===== src/rtl/verbus_arbiter.sv =====
// verbus_arbiter: two-master round-robin Verbus arbiter with one-transaction grants and slave timeout
module verbus_arbiter #(
  parameter int TIMEOUT_CYCLES = 255
) (
  input  logic        clk,
  input  logic        reset,
  input  logic        m0_valid,
  input  logic [31:0] m0_address,
  input  logic [3:0]  m0_wstrobe,
  input  logic [31:0] m0_wdata,
  output logic [31:0] m0_rdata,
  output logic        m0_ready,
  input  logic        m1_valid,
  input  logic [31:0] m1_address,
  input  logic [3:0]  m1_wstrobe,
  input  logic [31:0] m1_wdata,
  output logic [31:0] m1_rdata,
  output logic        m1_ready,
  output logic        s_valid,
  output logic [31:0] s_address,
  output logic [3:0]  s_wstrobe,
  output logic [31:0] s_wdata,
  input  logic [31:0] s_rdata,
  input  logic        s_ready,
  output logic        timeout_err,
  input  logic        timeout_clear
);
  localparam logic [1:0] IDLE   = 2'd0;
  localparam logic [1:0] GRANT0 = 2'd1;
  localparam logic [1:0] GRANT1 = 2'd2;
  localparam int CW = TIMEOUT_CYCLES < 2 ? 1 : $clog2(TIMEOUT_CYCLES + 1);
  localparam logic [CW-1:0] LIMIT = CW'(TIMEOUT_CYCLES);
  localparam logic TO_EN = TIMEOUT_CYCLES != 0;

  logic [1:0]    state, state_next;
  logic          last, last_next;
  logic [CW-1:0] count, count_next;
  logic          g0, g1, gv, done, tmo, abort;

  // Decode the grant and classify how the current granted cycle ends
  always_comb begin
    g0 = state == GRANT0;
    g1 = state == GRANT1;
    gv = (g0 & m0_valid) | (g1 & m1_valid);
    done = gv & s_ready;
    tmo = gv & ~s_ready & TO_EN & (count == LIMIT);
    abort = (state != IDLE) & ~gv;
  end

  // Outputs are gated by reset so an abandoned request drops without waiting for a clock
  assign s_valid   = reset & gv;
  assign m0_ready  = reset & g0 & (done | tmo);
  assign m1_ready  = reset & g1 & (done | tmo);
  assign m0_rdata  = (g0 & tmo) ? '0 : s_rdata;
  assign m1_rdata  = (g1 & tmo) ? '0 : s_rdata;
  assign s_address = g1 ? m1_address : m0_address;
  assign s_wstrobe = g1 ? m1_wstrobe : m0_wstrobe;
  assign s_wdata   = g1 ? m1_wdata : m0_wdata;

  // Arbitration, completion, abort and timeout counting
  always_comb begin
    state_next = state;
    last_next = last;
    count_next = '0;
    if (state == IDLE)
      state_next = (m0_valid & m1_valid) ? (last ? GRANT0 : GRANT1) :
                   m0_valid ? GRANT0 : m1_valid ? GRANT1 : IDLE;
    else if (abort)
      state_next = IDLE;
    else if (done | tmo) begin
      state_next = IDLE;
      last_next = g1;
    end else
      count_next = count + 1'b1;
  end

  // State registers; a timeout set takes priority over a same-cycle clear
  always_ff @(posedge clk or negedge reset) begin
    if (!reset) begin
      state <= IDLE;
      last <= 1'b1;
      count <= '0;
      timeout_err <= 1'b0;
    end else begin
      state <= state_next;
      last <= last_next;
      count <= count_next;
      timeout_err <= tmo ? 1'b1 : timeout_clear ? 1'b0 : timeout_err;
    end
  end
endmodule


===== config.mk =====
export PLATFORM = sky130hd
export DESIGN_NAME = verbus_arbiter
export DESIGN_NICKNAME = d
export VERILOG_FILES = /design/src/rtl/verbus_arbiter.sv
export SDC_FILE = /design/constraint.sdc
export NUM_CORES = 1
export LEC_CHECK = 0
export ABC_AREA = 0
export ABC_CLOCK_PERIOD_IN_PS = 4400
export BUFFER_PORTS_ARGS = -buffer_cell sky130_fd_sc_hd__buf_4
export CAP_MARGIN = 20
export CORE_AREA = 2 2 119 121
export DETAILED_ROUTE_END_ITERATION = 12
export DIE_AREA = 0 0 121 123
export MAX_ROUTING_LAYER = met4
export PLACE_DENSITY = 0.47
export SLEW_MARGIN = 20
export SYNTH_ARGS = -nofsm -noshare
export SYNTH_HDL_FRONTEND = slang
export SYNTH_SLANG_ARGS = --single-unit

===== constraint.sdc =====
create_clock -name clk -period 4.4 [get_ports clk]
set_input_delay 0 -clock clk [delete_from_list [all_inputs] [get_ports clk]]
set_output_delay 0 -clock clk [all_outputs]
set_load 0.005 [all_outputs]

; Word level (Yosys, flattened, before mapping)
; Cells that the tools add are included.
; W data, S select, Z words.
[word_totals]
reg_bits = 12
latch_bits = 0
mem_bits_rw = 0
mem_bits_ro = 0
input_bits = 174
out_inout_bits = 136
elab_cells = 50
mem_count = 0
[op_classes]
addsub = 1
multipliers = 0
div_mod_pow = 0
n_lt_le_gt_ge = 0
n_eq_ne = 3
n_shift = 0
mux = 17
bitwise_logic = 20
reduce_logical = 5
[ops]
columns = operator, n
row1 = $mux W32, 4
row2 = $mux W8, 3
row3 = $and A1 B1 Y1, 14
row4 = $mux W2, 7
row5 = $add A8 B1 Y8 const B, 1
row6 = $eq A8 B8 Y1 const B, 1
row7 = $mux W4, 1
row8 = $not A1 Y1, 4
row9 = $reduce_bool A2 Y1, 2
row10 = $reduce_and A3 Y1, 1
row11 = $reduce_bool A3 Y1, 1
row12 = $eq A2 B1 Y1 const B, 1
row13 = $eq A2 B2 Y1 const B, 1
row14 = $logic_not A2 Y1, 1
row15 = $mux W1, 2
row16 = $or A1 B1 Y1, 2

; Longest topological paths before layout
[logic_depth]
depth_word = 9
ltp_mapped = 5
ltp_nobuf = 4

; Worst setup path before layout
; OpenSTA, ideal clock, no wires.
[synth_timing]
path_kind = register to output
from = reg count[0]
to = out m0_rdata[10]
t_arrival_ns = 1.549
required_time_ns = 4.400
setup_slack_ns = 2.851
path_stages_with_launch = 6
path_buffers = 1
path_cell_list = dfrtp_1 ha_1 nand4b_2 a2111oi_4 buf_6 nor2b_2
[synth_between]
elab_chain_len = 4
[synth_rtl]
columns = element, line_no
row1 = start: declaration, 37  ; logic [CW-1:0] count, count_next;
row2 = start signal: assignment, 87  ; count <= count_next;
row3 = $eq A8 B8 Y1, 46  ; tmo = gv & ~s_ready & TO_EN & (count == LIMIT);
row4 = $and A1 B1 Y1, 46
row5 = $and A1 B1 Y1, 54  ; assign m0_rdata = (g0 & tmo) ? '0 : s_rdata;
row6 = $mux W32, 54
row7 = end: declaration, 11  ; output logic [31:0] m0_rdata,
; Every way passes these cells.

; Worst setup path after layout
[layout_timing]
from = reg state[0]
to = out s_wdata[12]
[layout_between]
elab_chain_len = 2
[layout_rtl]
columns = element, line_no
row1 = start: declaration, 35  ; logic [1:0] state, state_next;
row2 = start signal: assignment, 85  ; state <= state_next;
row3 = $eq A2 B2 Y1, 43  ; g1 = state == GRANT1;
row4 = $mux W32, 58  ; assign s_wdata = g1 ? m1_wdata : m0_wdata;
row5 = end: declaration, 22  ; output logic [31:0] s_wdata,
; Every way passes these cells.

==> reports/qor.yml <==
met3_usage_pct: 2.91
setup_tns_ns: 0
dp_cells: 693
io_buffers: 309
vdd_drop_max_uv: 130
p_per_area_nw_per_um2: 231
totalPowerFinal_w: 0.00109
setup_violations: 0
grt_max_degree: 40
synth.distinct_cells: 38
avgSynthCellArea_sq_um: 10.0
initial_utilization_pct: 15.9
maxCapViolations: 0
crit_required_ns: 4.40
synth_seq_cells: 12
cp_common_cell: "buf_4"
synth_edf_count: 0
drtPass1Iterations: 4
drcViolationCount: 0
arrival_ns: 2.64
die_y_microns: 123
critPathLaunchType: "flop"
via_count: 2844
rsz0062_at_grt: "no"
grt_busiest_layer: "met2"
die-area_sq_um: 14900
postLayoutCoreUtil_pct: 34.6
path_max_fanout: 39
p_leak_nw: 2.41
fin_nets: 694
max_freq_mhz: 378
cts_htree_levels: 1
synthCells: 215
slew_headroom_pct: 31.5
met2_usage_pct: 27.3
postPlaceCellArea_sq_um: 4620
critPathCaptureType: "output port"
yosysMostFrequentCell: "nor2b_2"
slowest_delay_ns: 0.85
yosys-top-cells-area: "mux2_2, nor2b_2, dfrtp_1"
place.gp.congestion: 0.896
areaGrowthSynthToFinish_pct: 118
use_met1_pct: 16.0
rows: 43
diodes: 0
ios: 310
drive_above_1_share_pct: 85.7
wl_per_cell_microns: 16.6
numClockSinks: 12
grt_overflow_total: 0
async_flop_share_pct: 100
antenna_found_initial: 0
clock_latency_ns: 0.24
first_iter_violations: 124
synth_top_area_share_pct: 30.8
synth_largest_area_cell: "mux2_2"
ys_top_cells_by_count: "nor2b_2, mux2_2, dfrtp_1, mux2_1, inv_1"
fillers: 1394
core-area_sq_um: 13600
path_clk_slew_ns: 0.04
die_w_microns: 121
clock_path_buffers: 2
first_global_vias: 2744
cts_buffers: 3
status: "finished clean"
drtAntennaViolNets: 0
netlist_area_sq_um: 2160
instances_no_fill: 698
cts_tree: "built"
dpl.hpwl_microns: 10200
viasPerCell: 4.07
crit_path_cell_trace: "nand2b_2 > buf_4 > mux2_2 > buf_4"
grt_usage_pct: 14.5
finalCriticalPeriod_ns: 2.64
synth_nets: 390
synth-seq-area-share_pct: 14.0
clock-root-buffer: "clkbuf_16"
clock_skew_ns: 0.000848
fin_crit_sh_pct: 60.1
grt_first_pass_wirelength_microns: 15900
final-max-slew-violation-count: 0
hold_viol: 0
critical_path_class: "reg -> out"
ys.flop_type: "dfrtp_1"
wl_microns: 11600
worstMarginPinSlew_ns: 1.03
crit_slowest_cell: "nand2b_2"
min_path_type: "in -> reg"
fin_area_sq_um: 4720
ys_warn_count: 0
## path summary, 6_finish.rpt
path	start	endpoint	slack (ns)	cells past startpoint
worst max-delay path	state[0]$_DFFE_PN0P_	s_wdata[12]	1.76	4
worst min-delay path	m1_valid	state[1]$_DFFE_PN0P_	0.06	3
worst max register to register	count[0]$_DFF_PN0_	timeout_err$_DFFE_PN0P_	2.56	4
worst min register to register	count[7]$_DFF_PN0_	count[7]$_DFF_PN0_	0.50	1
max in group asynchronous	reset	last$_DFFE_PN1P_	4.02	2
min in group asynchronous	reset	count[0]$_DFF_PN0_	0.14	2
## sequential cells by signal, summed over array words and instances, names as in the netlist
register,flops
count,8
state,2
last,1
timeout_err,1
## layer usage
layer  up-vias  wire length (microns)
li1       1360                      -
met1      1274                   4380
met4         0                    178
met3        14                   1060
met5         -                      0
met2       196                   5990
## cell families after synthesis
logic type,synth area share [%]
AND/OR/NAND/NOR,34.6
multiplexers,35.5
buffers and inverters,6.43
AO/OA/AOI/OAI,7.71
flip-flops,14.0
XOR/XNOR,1.22
adder cells (fa/ha/maj),0.579
## critical path, delay by kind of cell (launching register included)
family	cells	cell delay, ns
mux	1	0.41
flops	1	0.45
simple gates	1	0.85
buf+inv	2	0.67
## cell type report
type	instances	area (sq um)	share of cell area, %
Tap cell	180	225	4.78
Timing Repair Buffer	313	2350	49.9
Clock buffer	4	88.8	1.88
Inverter	7	26.3	0.557
Sequential cell	12	302	6.39
Multi-Input combinational cell	182	1720	36.5
## through the flow
step / hold WS [ns] / worst slack (ns)
floorplan: -0.296 / 2.85
global placement: -0.143 / 2.04
detailed placement: -0.140 / 1.98
CTS: 0.0632 / 1.70
global route: 0.0692 / 1.56
finish: 0.0636 / 1.76
## layout by cell type (no fill, tap or decap), types with 2 or more instances in the layout
cell	Yosys	layout
or3_1	2	2
a2111oi_4	2	2
o31ai_1	2	2
nand3_1	5	5
nor3_1	6	6
and3b_1	2	2
dfrtp_1	11	11
mux2_1	9	9
nand2_1	4	4
o21ai_0	3	3
a21oi_1	2	2
o211ai_1	2	2
nor2b_1	4	4
inv_1	7	7
clkbuf_16	0	3
buf_4	2	312
nor2b_2	60	60
xor2_1	2	2
mux2_2	59	59
## power by group
part           internal [W]  switching, W  total (W)
sequential         0.000127     0.0000205   0.000148
clock              0.000137     0.0000488   0.000186
combinational      0.000470      0.000285   0.000755
## what timing repair did
action | 4_1_cts | 5_1_grt
buffers inserted | 0 | 0
hold buffers | 1 | 0
resized for setup | 0 | 0
hold endpoints to repair | 12 | 0
(Power assumes the default switching activity.)
